## src/rtl/video_pkg.sv

```systemverilog
// Shared XVGA geometry, counter widths and the sprite channel record.
// Imported by the sprite engine and its per-channel hit test.
package video_pkg;

    localparam int H_ACTIVE_DEF = 1024;
    localparam int V_ACTIVE_DEF = 768;
    localparam int HCOUNT_W     = 11;
    localparam int VCOUNT_W     = 10;
    localparam int COLOR_MAX_W  = 8;

    typedef struct packed {
        logic [HCOUNT_W-1:0]    x;
        logic [VCOUNT_W-1:0]    y;
        logic                   dx_neg;
        logic                   dy_neg;
        logic                   en;
        logic [COLOR_MAX_W-1:0] color;
    } chan_t;

endpackage

```

## src/rtl/rect_hit.sv

```systemverilog
// Combinational containment test of one rectangle against hcount/vcount.
// Edge sums are one bit wider than the coordinates so they never wrap.
module rect_hit
    import video_pkg::*;
#(
    parameter int WIDTH  = 64,
    parameter int HEIGHT = 64
) (
    input  logic [HCOUNT_W-1:0] x,
    input  logic [VCOUNT_W-1:0] y,
    input  logic                en,
    input  logic [HCOUNT_W-1:0] hcount,
    input  logic [VCOUNT_W-1:0] vcount,
    output logic                hit
);

    localparam logic [HCOUNT_W:0] W_EXT = (HCOUNT_W+1)'(WIDTH);
    localparam logic [VCOUNT_W:0] H_EXT = (VCOUNT_W+1)'(HEIGHT);

    logic [HCOUNT_W:0] w_x_end;
    logic [VCOUNT_W:0] w_y_end;

    assign w_x_end = {1'b0, x} + W_EXT;
    assign w_y_end = {1'b0, y} + H_EXT;

    // Point is inside when it lies in [x, x+WIDTH) and [y, y+HEIGHT)
    assign hit = en
               & (hcount >= x)
               & ({1'b0, hcount} < w_x_end)
               & (vcount >= y)
               & ({1'b0, vcount} < w_y_end);

endmodule

```

## src/rtl/rect_sprite_engine.sv

```systemverilog
// Multi-rectangle bouncing sprite generator for the XVGA pixel path.
// Holds per-channel state, moves once per frame, emits one registered pixel.
module rect_sprite_engine
    import video_pkg::*;
#(
    parameter int NUM_RECTS = 4,
    parameter int WIDTH     = 64,
    parameter int HEIGHT    = 64,
    parameter int COLOR_W   = 3,
    parameter int STEP      = 2,
    parameter int H_ACTIVE  = H_ACTIVE_DEF,
    parameter int V_ACTIVE  = V_ACTIVE_DEF
) (
    input  logic                vclock,
    input  logic                reset,
    input  logic [HCOUNT_W-1:0] hcount,
    input  logic [VCOUNT_W-1:0] vcount,
    input  logic                frame_tick,
    input  logic                wr_en,
    input  logic [2:0]          wr_idx,
    input  logic [HCOUNT_W-1:0] wr_x,
    input  logic [VCOUNT_W-1:0] wr_y,
    input  logic [COLOR_W-1:0]  wr_color,
    input  logic                wr_dx_neg,
    input  logic                wr_dy_neg,
    input  logic                wr_enable,
    output logic [COLOR_W-1:0]  pixel,
    output logic                hit,
    output logic [2:0]          hit_idx
);

    localparam int XW = HCOUNT_W + 1;
    localparam int YW = VCOUNT_W + 1;

    localparam logic [XW-1:0]       X_STEP = XW'(STEP);
    localparam logic [XW-1:0]       X_SPAN = XW'(STEP + WIDTH);
    localparam logic [XW-1:0]       X_LIM  = XW'(H_ACTIVE);
    localparam logic [HCOUNT_W-1:0] X_MAX  = HCOUNT_W'(H_ACTIVE - WIDTH);
    localparam logic [HCOUNT_W-1:0] X_D    = HCOUNT_W'(STEP);

    localparam logic [YW-1:0]       Y_STEP = YW'(STEP);
    localparam logic [YW-1:0]       Y_SPAN = YW'(STEP + HEIGHT);
    localparam logic [YW-1:0]       Y_LIM  = YW'(V_ACTIVE);
    localparam logic [VCOUNT_W-1:0] Y_MAX  = VCOUNT_W'(V_ACTIVE - HEIGHT);
    localparam logic [VCOUNT_W-1:0] Y_D    = VCOUNT_W'(STEP);

    chan_t r_chan [NUM_RECTS];
    chan_t w_next [NUM_RECTS];

    logic [NUM_RECTS-1:0] w_ch_hit;
    logic                 w_hit;
    logic [2:0]           w_idx;
    logic [COLOR_W-1:0]   w_col;

    logic [COLOR_W-1:0] r_pixel;
    logic               r_hit;
    logic [2:0]         r_hit_idx;

    // Next-frame position and direction of every channel with edge bounce
    always_comb begin
        for (int i = 0; i < NUM_RECTS; i++) begin
            w_next[i] = r_chan[i];
            if (r_chan[i].en) begin
                if (!r_chan[i].dx_neg) begin
                    if (({1'b0, r_chan[i].x} + X_SPAN) > X_LIM) begin
                        w_next[i].x      = X_MAX;
                        w_next[i].dx_neg = 1'b1;
                    end else begin
                        w_next[i].x = r_chan[i].x + X_D;
                    end
                end else begin
                    if ({1'b0, r_chan[i].x} < X_STEP) begin
                        w_next[i].x      = '0;
                        w_next[i].dx_neg = 1'b0;
                    end else begin
                        w_next[i].x = r_chan[i].x - X_D;
                    end
                end
                if (!r_chan[i].dy_neg) begin
                    if (({1'b0, r_chan[i].y} + Y_SPAN) > Y_LIM) begin
                        w_next[i].y      = Y_MAX;
                        w_next[i].dy_neg = 1'b1;
                    end else begin
                        w_next[i].y = r_chan[i].y + Y_D;
                    end
                end else begin
                    if ({1'b0, r_chan[i].y} < Y_STEP) begin
                        w_next[i].y      = '0;
                        w_next[i].dy_neg = 1'b0;
                    end else begin
                        w_next[i].y = r_chan[i].y - Y_D;
                    end
                end
            end
        end
    end

    // Channel registers: a config write overrides that channel's frame move
    always_ff @(posedge vclock) begin
        if (reset) begin
            for (int i = 0; i < NUM_RECTS; i++) begin
                r_chan[i] <= '0;
            end
        end else begin
            for (int i = 0; i < NUM_RECTS; i++) begin
                if (wr_en && (wr_idx == 3'(i))) begin
                    r_chan[i].x      <= wr_x;
                    r_chan[i].y      <= wr_y;
                    r_chan[i].dx_neg <= wr_dx_neg;
                    r_chan[i].dy_neg <= wr_dy_neg;
                    r_chan[i].en     <= wr_enable;
                    r_chan[i].color  <= COLOR_MAX_W'(wr_color);
                end else if (frame_tick) begin
                    r_chan[i] <= w_next[i];
                end
            end
        end
    end

    for (genvar g = 0; g < NUM_RECTS; g++) begin : g_hit
        rect_hit #(
            .WIDTH  (WIDTH),
            .HEIGHT (HEIGHT)
        ) u_hit (
            .x      (r_chan[g].x),
            .y      (r_chan[g].y),
            .en     (r_chan[g].en),
            .hcount (hcount),
            .vcount (vcount),
            .hit    (w_ch_hit[g])
        );
    end

    // Priority select: scanning downward leaves the lowest covering index
    always_comb begin
        w_hit = 1'b0;
        w_idx = '0;
        w_col = '0;
        for (int i = NUM_RECTS - 1; i >= 0; i--) begin
            if (w_ch_hit[i]) begin
                w_hit = 1'b1;
                w_idx = 3'(i);
                w_col = r_chan[i].color[COLOR_W-1:0];
            end
        end
    end

    // One-cycle pixel pipeline register
    always_ff @(posedge vclock) begin
        if (reset) begin
            r_pixel   <= '0;
            r_hit     <= 1'b0;
            r_hit_idx <= '0;
        end else begin
            r_pixel   <= w_col;
            r_hit     <= w_hit;
            r_hit_idx <= w_idx;
        end
    end

    assign pixel   = r_pixel;
    assign hit     = r_hit;
    assign hit_idx = r_hit_idx;

endmodule

```

## config.mk

```make
export PLATFORM = sky130hd
export DESIGN_NAME = rect_sprite_engine
export DESIGN_NICKNAME = d
export VERILOG_FILES = /design/src/rtl/video_pkg.sv /design/src/rtl/rect_hit.sv /design/src/rtl/rect_sprite_engine.sv
export SDC_FILE = /design/constraint.sdc
export NUM_CORES = 1
export LEC_CHECK = 0
export ABC_AREA = 1
export BUFFER_PORTS_ARGS = -buffer_cell sky130_fd_sc_hd__buf_2
export CORE_ASPECT_RATIO = 1.5
export CORE_MARGIN = 3
export CORE_UTILIZATION = 36
export CTS_CLUSTER_DIAMETER = 80
export CTS_CLUSTER_SIZE = 30
export DETAILED_ROUTE_END_ITERATION = 8
export PLACE_DENSITY = 0.48
export SETUP_SLACK_MARGIN = 0.2
export SYNTH_ARGS = -nofsm -noshare
export SYNTH_HDL_FRONTEND = slang
export SYNTH_HIERARCHICAL = 1
export SYNTH_SLANG_ARGS = --single-unit
```

## constraint.sdc

```tcl
create_clock -name vclock -period 3.85 [get_ports vclock]
set_input_delay 0.5775 -clock vclock [delete_from_list [all_inputs] [get_ports vclock]]
set_output_delay 0.5775 -clock vclock [all_outputs]
set_load 0.05 [all_outputs]
```

==> results.json, run 1 <==
{
  "status": "complete, no violations",
  "hold_end": "r_chan[0][125]",
  "initial_core_util": 0.369,
  "drive_gt1_frac": 0.0898,
  "hp-class": "in2reg",
  "synth_area_um2": 13700,
  "fin_area_um2": 15200,
  "slew-limit-headroom": 0.420,
  "cts_resized": 0,
  "finalHoldViolCount": 0,
  "grt_usage": 0.230,
  "gp_congestion": 0.888,
  "tritoncts": "built",
  "yosys_register_bits": 114,
  "wl_um": 46200,
  "synth-seq-area-share": 0.246,
  "grt_pass1_vias": 13416,
  "cts_root_buf": "clkbuf_16",
  "hold_start": "wr_x[8]",
  "placed_area_um2": 14500,
  "drc": 0,
  "synthesis.nets": 2311,
  "die_area_um2": 40500,
  "clk_pin_slew_worst_paths_ns": 0.06,
  "leakage_uw": 0.00760,
  "r2r_slack_ns": 0.91,
  "worst_setup_path_end_kind": "register",
  "start_kind": "register",
  "ant_nets": 0,
  "yosysWarningCount": 6,
  "portBuffers": 60,
  "irDropWorstVdd_v": 0.000332,
  "wl_per_cell_um": 17.3,
  "post_cts_buffers": 0,
  "period_minus_slack_ns": 2.94,
  "clk_latency_ns": 0.42,
  "area_delta_synth_final_pct": 10.8,
  "vias": 13579,
  "die_y_um": 245,
  "critical_path_class": "reg2reg",
  "syn_inst": 2112,
  "power_uw": 5150,
  "drt_iter0_drc": 928,
  "worstPathMaxFanout": 10,
  "place_hpwl_um": 37800,
  "fin_skew_ns": 0.00898,
  "place_ws_ns": 0.811,
  "drt_pre_antenna_iters": 6,
  "rows": 86,
  "post-synth-top-area-cell": "edfxtp_1",
  "finalSetupTns_ns": 0,
  "timing.fmax_mhz": 340,
  "rsz0062_at_grt": "no",
  "worst_slew_pin_slew_ns": 0.867,
  "overflow": 0,
  "critPathLaunch": "r_chan[0][50]",
  "whs_path_depth": 3,
  "ctsHoldBuffers": 0,
  "finalSetupViolations": 0,
  "period_share": 0.763,
  "slew_violations": 0,
  "rr_worst_depth": 13,
  "critPathRequiredTime_ns": 4.15,
  "layout_setup_ws_ns": 0.913,
  "syn_avg_cell_area_um2": 6.49,
  "cp.arrival_ns": 3.24,
  "grt_max_degree": 27,
  "synth_cell_types": 44,
  "cts_buffers": 17,
  "cts.sinks": 114,
  "cts_max_level": 4,
  "r2r-end": "pixel[0]",
  "grt_pass1_wl_um": 72400,
  "antenna_found_initial": 0,
  "cap_violations": 0,
  "core-area_um2": 37100,
  "final_net_count": 2369,
  "io_pins": 62,
  "viasPerCell": 5.09,
  "synth_area_leaders": "edfxtp_1 24%, nand2_1 16%, ha_1 13%",
  "r2r-start": "r_chan[0][50]",
  "n_antenna_cell": 0,
  "yosysTopAreaCellShare": 0.237,
  "powerDensity_nw_per_um2": 339,
  "clockBufferDepth": 2,
  "die_w_um": 165
}
## per-layer routing
layer,global-route usage,wire length (um),vias up
met2,0.420,23600,308
met1,0.275,19200,6259
met4,0.0899,1830,0
met3,0.0187,1560,76
li1,-,-,6936
met5,0,0,-
## cell usage after synthesis, drive strengths merged
master and count:
edfxtp 108, nand2 604, clkinv 3, nand4 34
or3 1, dfxtp 6, o211ai 3, buf 28
a211oi 3, o21bai 1, clkbuf 10, xor2 78
a21o 12, a21oi 172, a22oi 6, a31oi 10
nand3b 2, xnor2 15, o31ai 2, and2 1
inv 357, o21a 5, or2 1, nor2 225
ha 144, o21ai 81, a32oi 1, nor3 28
conb 1, nand3 170
## metrics by stage
step           instances   util  hold slack (ns)
6_report            2667  0.409            0.474
5_1_grt             2667  0.409            0.488
4_1_cts             2667  0.409            0.458
3_5_place_dp        2635  0.392            0.491
3_3_place_gp        2635  0.392            0.498
2_1_floorplan       2112      -            0.447
## flip-flops by register name, summed over array words and instances (netlist names)
register  cells
r_chan      108
pixel         3
hit_idx       2
hit           1
## layout by cell type (no fill, tap or decap), types with 6 or more instances in the layout
| cell type | count |
|---|---|
| nor3_1 | 22 |
| inv_2 | 26 |
| nand4_1 | 34 |
| a31oi_1 | 10 |
| nand3_1 | 159 |
| o21ai_0 | 68 |
| a21o_1 | 12 |
| nor2_2 | 18 |
| nor2_1 | 204 |
| a21oi_1 | 168 |
| nand3_2 | 11 |
| buf_2 | 60 |
| a22oi_1 | 6 |
| edfxtp_1 | 108 |
| ha_1 | 144 |
| dfxtp_1 | 6 |
| nand2_2 | 16 |
| xnor2_1 | 15 |
| o21ai_1 | 12 |
| nand2_1 | 585 |
| clkbuf_16 | 17 |
| xor2_1 | 78 |
| inv_1 | 330 |
| buf_4 | 17 |
## cell families (layout without fill, tap and decap cells)
| kind of cell | Yosys count | after routing | synth area share |
|---|---|---|---|
| xor gates and xnor gates | 93 | 93 | 0.0595 |
| buffers and inverters | 398 | 469 | 0.113 |
| and+or+nand+nor | 1066 | 1066 | 0.334 |
| adders and majority gates | 144 | 144 | 0.132 |
| AOI/OAI and AO/OA | 296 | 296 | 0.116 |
| other | 1 | 1 | 0.000274 |
| DFF | 114 | 114 | 0.246 |
## worst max-delay path, cell delays in order, from the launching register on
cell and delay (ns):
edfxtp_1 0.56, ha_1 0.30, xnor2_1 0.13, ha_1 0.30, a21oi_1 0.13, nor2_1 0.06, nor2_1 0.10, nand3_1 0.08
nor2_1 0.29, nand2_1 0.09, nor2_1 0.31, inv_1 0.17, o21ai_0 0.18, o21ai_0 0.09
## area by class of cell
cell class / count / area (um2)
repair buffers: 77 / 428
flip-flops and latches: 114 / 3360
inverters: 360 / 1350
well taps: 484 / 606
clock inverters: 14 / 213
clock buffers: 18 / 429
multi-input cells: 1600 / 8790
fillers: 4069 / 21900
## worst max path at each step
stage | to
after floorplan | r_chan[0][21]
after global placement | r_chan[0][16]
after detailed placement | r_chan[0][16]
after CTS | pixel[0]
after global routing | pixel[1]
final | pixel[0]
## power breakdown
part | leakage [uW] | switching, uW | internal, uW
sequential | 0.00118 | 214 | 1490
clock | 0.000304 | 628 | 1150
combinational | 0.00612 | 1090 | 583
total | 0.00760 | 1930 | 3220
(Power assumes the default switching activity.)
==> inputs of run 2 (changes only) <==
==> constraint.sdc (replaced) <==
create_clock -name vclock -period 2.94 [get_ports vclock]
set_input_delay 0.441 -clock vclock [delete_from_list [all_inputs] [get_ports vclock]]
set_output_delay 0.441 -clock vclock [all_outputs]
set_load 0.05 [all_outputs]
==> results.json, run 2 (synthesis results as in run 1) <==
{
  "top_register": "r_chan",
  "cts.sinks": 114,
  "die_y_um": 245,
  "drive_gt1_frac": 0.105,
  "r2r_slack_ns": 0.44,
  "finalHoldWorstSlack_ns": 0.340,
  "grt_usage": 0.231,
  "irDropWorstVdd_v": 0.000437,
  "leakage_uw": 0.00770,
  "worst_setup_path_end_kind": "register",
  "fillers": 4065,
  "worstPathMaxFanout": 7,
  "area_delta_synth_final_pct": 12.0,
  "final_cell_mix": "585 x nand2_1, 330 x inv_1, 199 x nor2_1",
  "grt_max_degree": 27,
  "drc": 0,
  "cts_root_buf": "clkbuf_16",
  "layout_commonest_cell": "nand2_1",
  "vias": 13727,
  "io_pins": 62,
  "antenna_found_initial": 2,
  "powerDensity_nw_per_um2": 422,
  "whs_path_depth": 3,
  "wl_um": 46200,
  "finalHoldViolCount": 0,
  "grt_pass1_vias": 13247,
  "initial_core_util": 0.369,
  "portBuffers": 60,
  "finalSetupViolations": 0,
  "status": "complete, no violations",
  "gp_congestion": 0.907,
  "slew_violations": 0,
  "viasPerCell": 5.09,
  "overflow": 0,
  "ant_nets": 0,
  "die_w_um": 165,
  "hp-class": "in2reg",
  "n_antenna_cell": 0,
  "finalSetupTns_ns": 0,
  "place_hpwl_um": 37700,
  "dp_cells": 2659,
  "drt_pre_antenna_iters": 5,
  "fin_skew_ns": 0.00634,
  "worst_slew_pin_slew_ns": 0.556,
  "die_area_um2": 40500,
  "rr_worst_depth": 14,
  "clk_latency_ns": 0.44,
  "cap_violations": 0,
  "cts_max_level": 4,
  "grt_pass1_wl_um": 71900,
  "timing.fmax_mhz": 399,
  "critical_path_class": "reg2reg",
  "core-area_um2": 37100,
  "critPathRequiredTime_ns": 3.12,
  "tritoncts": "built",
  "cp.arrival_ns": 2.69,
  "slew-limit-headroom": 0.629,
  "clk_pin_slew_worst_paths_ns": 0.06,
  "stdcell_count": 2697,
  "largest_reg_flops": 108,
  "drt_iter0_drc": 922,
  "crit_end": "r_chan[0][94]",
  "rows": 86,
  "wl_per_cell_um": 17.1,
  "r2r-start": "r_chan[0][86]",
  "r2r-end": "r_chan[0][94]",
  "rsz0062_at_grt": "no",
  "period_minus_slack_ns": 2.50,
  "final_net_count": 2399,
  "cts_buffers": 17,
  "period_share": 0.852,
  "clockBufferDepth": 2,
  "ctsHoldBuffers": 0,
  "critPathLaunch": "r_chan[0][86]",
  "start_kind": "register"
}
-- run 2: routing by layer --
metal  global-route usage  wire length [um]  vias to the layer above
met4               0.0824              1400                        0
met2                0.408             23600                      314
met1                0.283             19500                     6345
li1                     -                 -                     7002
met3               0.0295              1780                       66
met5                    0                 0                        -
-- run 2: worst min path at each step --
stage	to	from
after floorplan	pixel[1]	r_chan[0][1]
after global placement	pixel[0]	r_chan[0][0]
after detailed placement	pixel[0]	r_chan[0][0]
after CTS	r_chan[0][125]	wr_x[8]
after global routing	r_chan[0][125]	wr_x[8]
final	r_chan[0][125]	wr_x[8]
-- run 2: worst max-delay path: stages (launching register included) --
cell	delay [ns]
edfxtp_1	0.58
inv_1	0.20
ha_1	0.37
inv_1	0.08
nand3b_1	0.14
nor2_1	0.14
nand2_1	0.08
nor2_2	0.12
nand3_2	0.08
nand2_4	0.11
inv_2	0.05
nand2_4	0.08
nand3_1	0.08
nand2_1	0.08
inv_1	0.06
-- run 2: report_power, final --
group / switching, uW / total [uW] / internal [uW] / leakage (uW)
clock network: 898 / 2000 / 1100 / 0.000262
registers: 222 / 2180 / 1950 / 0.00118
logic: 1490 / 2300 / 810 / 0.00626
total: 2610 / 6470 / 3860 / 0.00770
-- run 2: per-stage QoR --
stage          cell area (um2)   util  total power (uW)  setup slack [ns]
2_1_floorplan            13700      -              3760             0.208
4_1_cts                  15300  0.411              6500             0.285
3_5_place_dp             14700  0.396              4490             0.186
6_report                 15300  0.413              6470             0.436
5_1_grt                  15300  0.413              6930             0.234
3_3_place_gp             14700  0.396              4470             0.260
-- run 2: what timing repair did --
item                       in CTS  in global routing
setup buffers                   0                  6
resized for setup               1                  6
setup endpoints to repair       3                  4
gates cloned                    0                  0
-- run 2: cell type report --
type	instances	area, um2	area share
multi-input combinational	1600	8810	0.574
sequential	114	3360	0.219
inverter	360	1350	0.0883
timing repair buffer	107	653	0.0426
tap	484	606	0.0395
clock buffer	17	425	0.0277
clock inverter	15	126	0.00824
==> inputs of run 3 (changes only) <==
--- a/config.mk
+++ b/config.mk
@@ -13,7 +13,7 @@
 export CTS_CLUSTER_DIAMETER = 80
 export CTS_CLUSTER_SIZE = 30
 export DETAILED_ROUTE_END_ITERATION = 8
-export PLACE_DENSITY = 0.48
+export PLACE_DENSITY = 0.5
 export SETUP_SLACK_MARGIN = 0.2
 export SYNTH_ARGS = -nofsm -noshare
 export SYNTH_HDL_FRONTEND = slang
==> results.json, run 3 (synthesis results as in run 1) <==
{
  "cts_max_level": 4,
  "area_delta_synth_final_pct": 11.9,
  "powerDensity_nw_per_um2": 425,
  "power_uw": 6520,
  "grt_max_degree": 27,
  "r2r_slack_ns": 0.36,
  "cts_root_buf": "clkbuf_16",
  "critPathLaunch": "r_chan[0][123]",
  "cp.arrival_ns": 2.93,
  "n_antenna_cell": 0,
  "fin_area_um2": 15300,
  "path_cells": "ha_1 -> nand3_1 -> xor2_1 -> ha_1 -> nand2_1 -> nand3_1 -> nor2_1 -> nand2_1 -> nor2_2 -> nand3_1 -> nand2_1 -> o21ai_0 -> o21ai_0",
  "critical_path_class": "reg2reg",
  "place_ws_ns": 0.236,
  "r2r-start": "r_chan[0][123]",
  "cap_violations": 0,
  "drive_gt1_frac": 0.104,
  "rr_worst_depth": 13,
  "ant_nets": 0,
  "crit_path_max_incr_delay_ns": 0.52,
  "viasPerCell": 5.13,
  "vias": 13814,
  "clockBufferDepth": 2,
  "largest_reg_flops": 108,
  "tritoncts": "built",
  "layout_commonest_cell": "nand2_1",
  "placed_area_um2": 14700,
  "period_share": 0.876,
  "irDropWorstVdd_v": 0.000412,
  "wl_um": 45900,
  "gp_congestion": 0.899,
  "antenna_found_initial": 1,
  "timing.fmax_mhz": 388,
  "crit_end": "pixel[2]",
  "slew_violations": 0,
  "drt_iter0_drc": 908,
  "grt_usage": 0.227,
  "finalSetupViolations": 0,
  "core-area_um2": 37100,
  "period_minus_slack_ns": 2.58,
  "drt_pre_antenna_iters": 5,
  "die_w_um": 165,
  "grt_pass1_wl_um": 70900,
  "rows": 86,
  "place_hpwl_um": 37100,
  "hp-class": "in2reg",
  "drc": 0,
  "cts.sinks": 114,
  "critPathRequiredTime_ns": 3.29,
  "worst_setup_path_end_kind": "register",
  "ctsHoldBuffers": 0,
  "r2r-end": "pixel[2]",
  "io_pins": 62,
  "slew-limit-headroom": 0.622,
  "die_area_um2": 40500,
  "layout_setup_ws_ns": 0.364,
  "final_net_count": 2396,
  "cts_buffers": 17,
  "post_cts_buffers": 0,
  "final_cell_mix": "585 x nand2_1, 330 x inv_1, 200 x nor2_1",
  "grt_pass1_vias": 13025,
  "finalHoldWorstSlack_ns": 0.355,
  "initial_core_util": 0.369,
  "leakage_uw": 0.00770,
  "clk_pin_slew_worst_paths_ns": 0.06,
  "finalSetupTns_ns": 0,
  "portBuffers": 60,
  "status": "complete, no violations",
  "overflow": 0,
  "top_register": "r_chan",
  "start_kind": "register",
  "rsz0062_at_grt": "no",
  "finalHoldViolCount": 0,
  "die_y_um": 245,
  "worstPathMaxFanout": 6,
  "critical_path.slowest_cell": "edfxtp_1",
  "wl_per_cell_um": 17.0,
  "fin_skew_ns": 0.0101,
  "worst_slew_pin_slew_ns": 0.565,
  "clk_latency_ns": 0.44
}
-- run 3: cell type report --
type,count,area [um2]
Tap cell,484,606
Fill cell,4022,21800
Inverter,360,1350
Sequential cell,114,3360
Multi-Input combinational cell,1600,8800
Clock buffer,17,425
Clock inverter,15,148
Timing Repair Buffer,104,631
-- run 3: per-stage QoR --
stage	utilization	cells
2_1_floorplan	-	2112
3_3_place_gp	0.397	2662
3_5_place_dp	0.397	2662
4_1_cts	0.413	2694
5_1_grt	0.413	2694
6_report	0.413	2694
-- run 3: how the worst min path moves through the flow --
stage / start / end / depth (start not counted)
3_5_place_dp: r_chan[0][0] / pixel[0] / 2
5_1_grt: reset / hit / 2
4_1_cts: wr_x[8] / r_chan[0][125] / 3
2_1_floorplan: r_chan[0][1] / pixel[1] / 2
3_3_place_gp: r_chan[0][0] / pixel[0] / 2
6_report: wr_x[8] / r_chan[0][125] / 3
-- run 3: layer usage --
layer / track usage / wire, um
met2: 0.396 / 22800
met1: 0.279 / 19500
met4: 0.0913 / 1780
met3: 0.0287 / 1810
met5: 0 / 11
-- run 3: critical path: cells and delay by family (launching register included) --
kind / cells / cell delay [ns]
compound gates: 2 / 0.24
xor+xnor: 1 / 0.18
fa+ha+maj: 2 / 0.43
flops: 1 / 0.52
simple gates: 8 / 1.12
-- run 3: what timing repair did --
action / CTS / global route
resized for setup: 0 / 4
setup endpoints to repair: 0 / 3
hold endpoints to repair: 0 / 0
-- run 3: where the power goes --
| group | total, uW | switching, uW | internal (uW) |
|---|---|---|---|
| clock | 2070 | 883 | 1190 |
| sequential | 2180 | 224 | 1950 |
| combinational | 2270 | 1470 | 801 |
| total | 6520 | 2580 | 3940 |
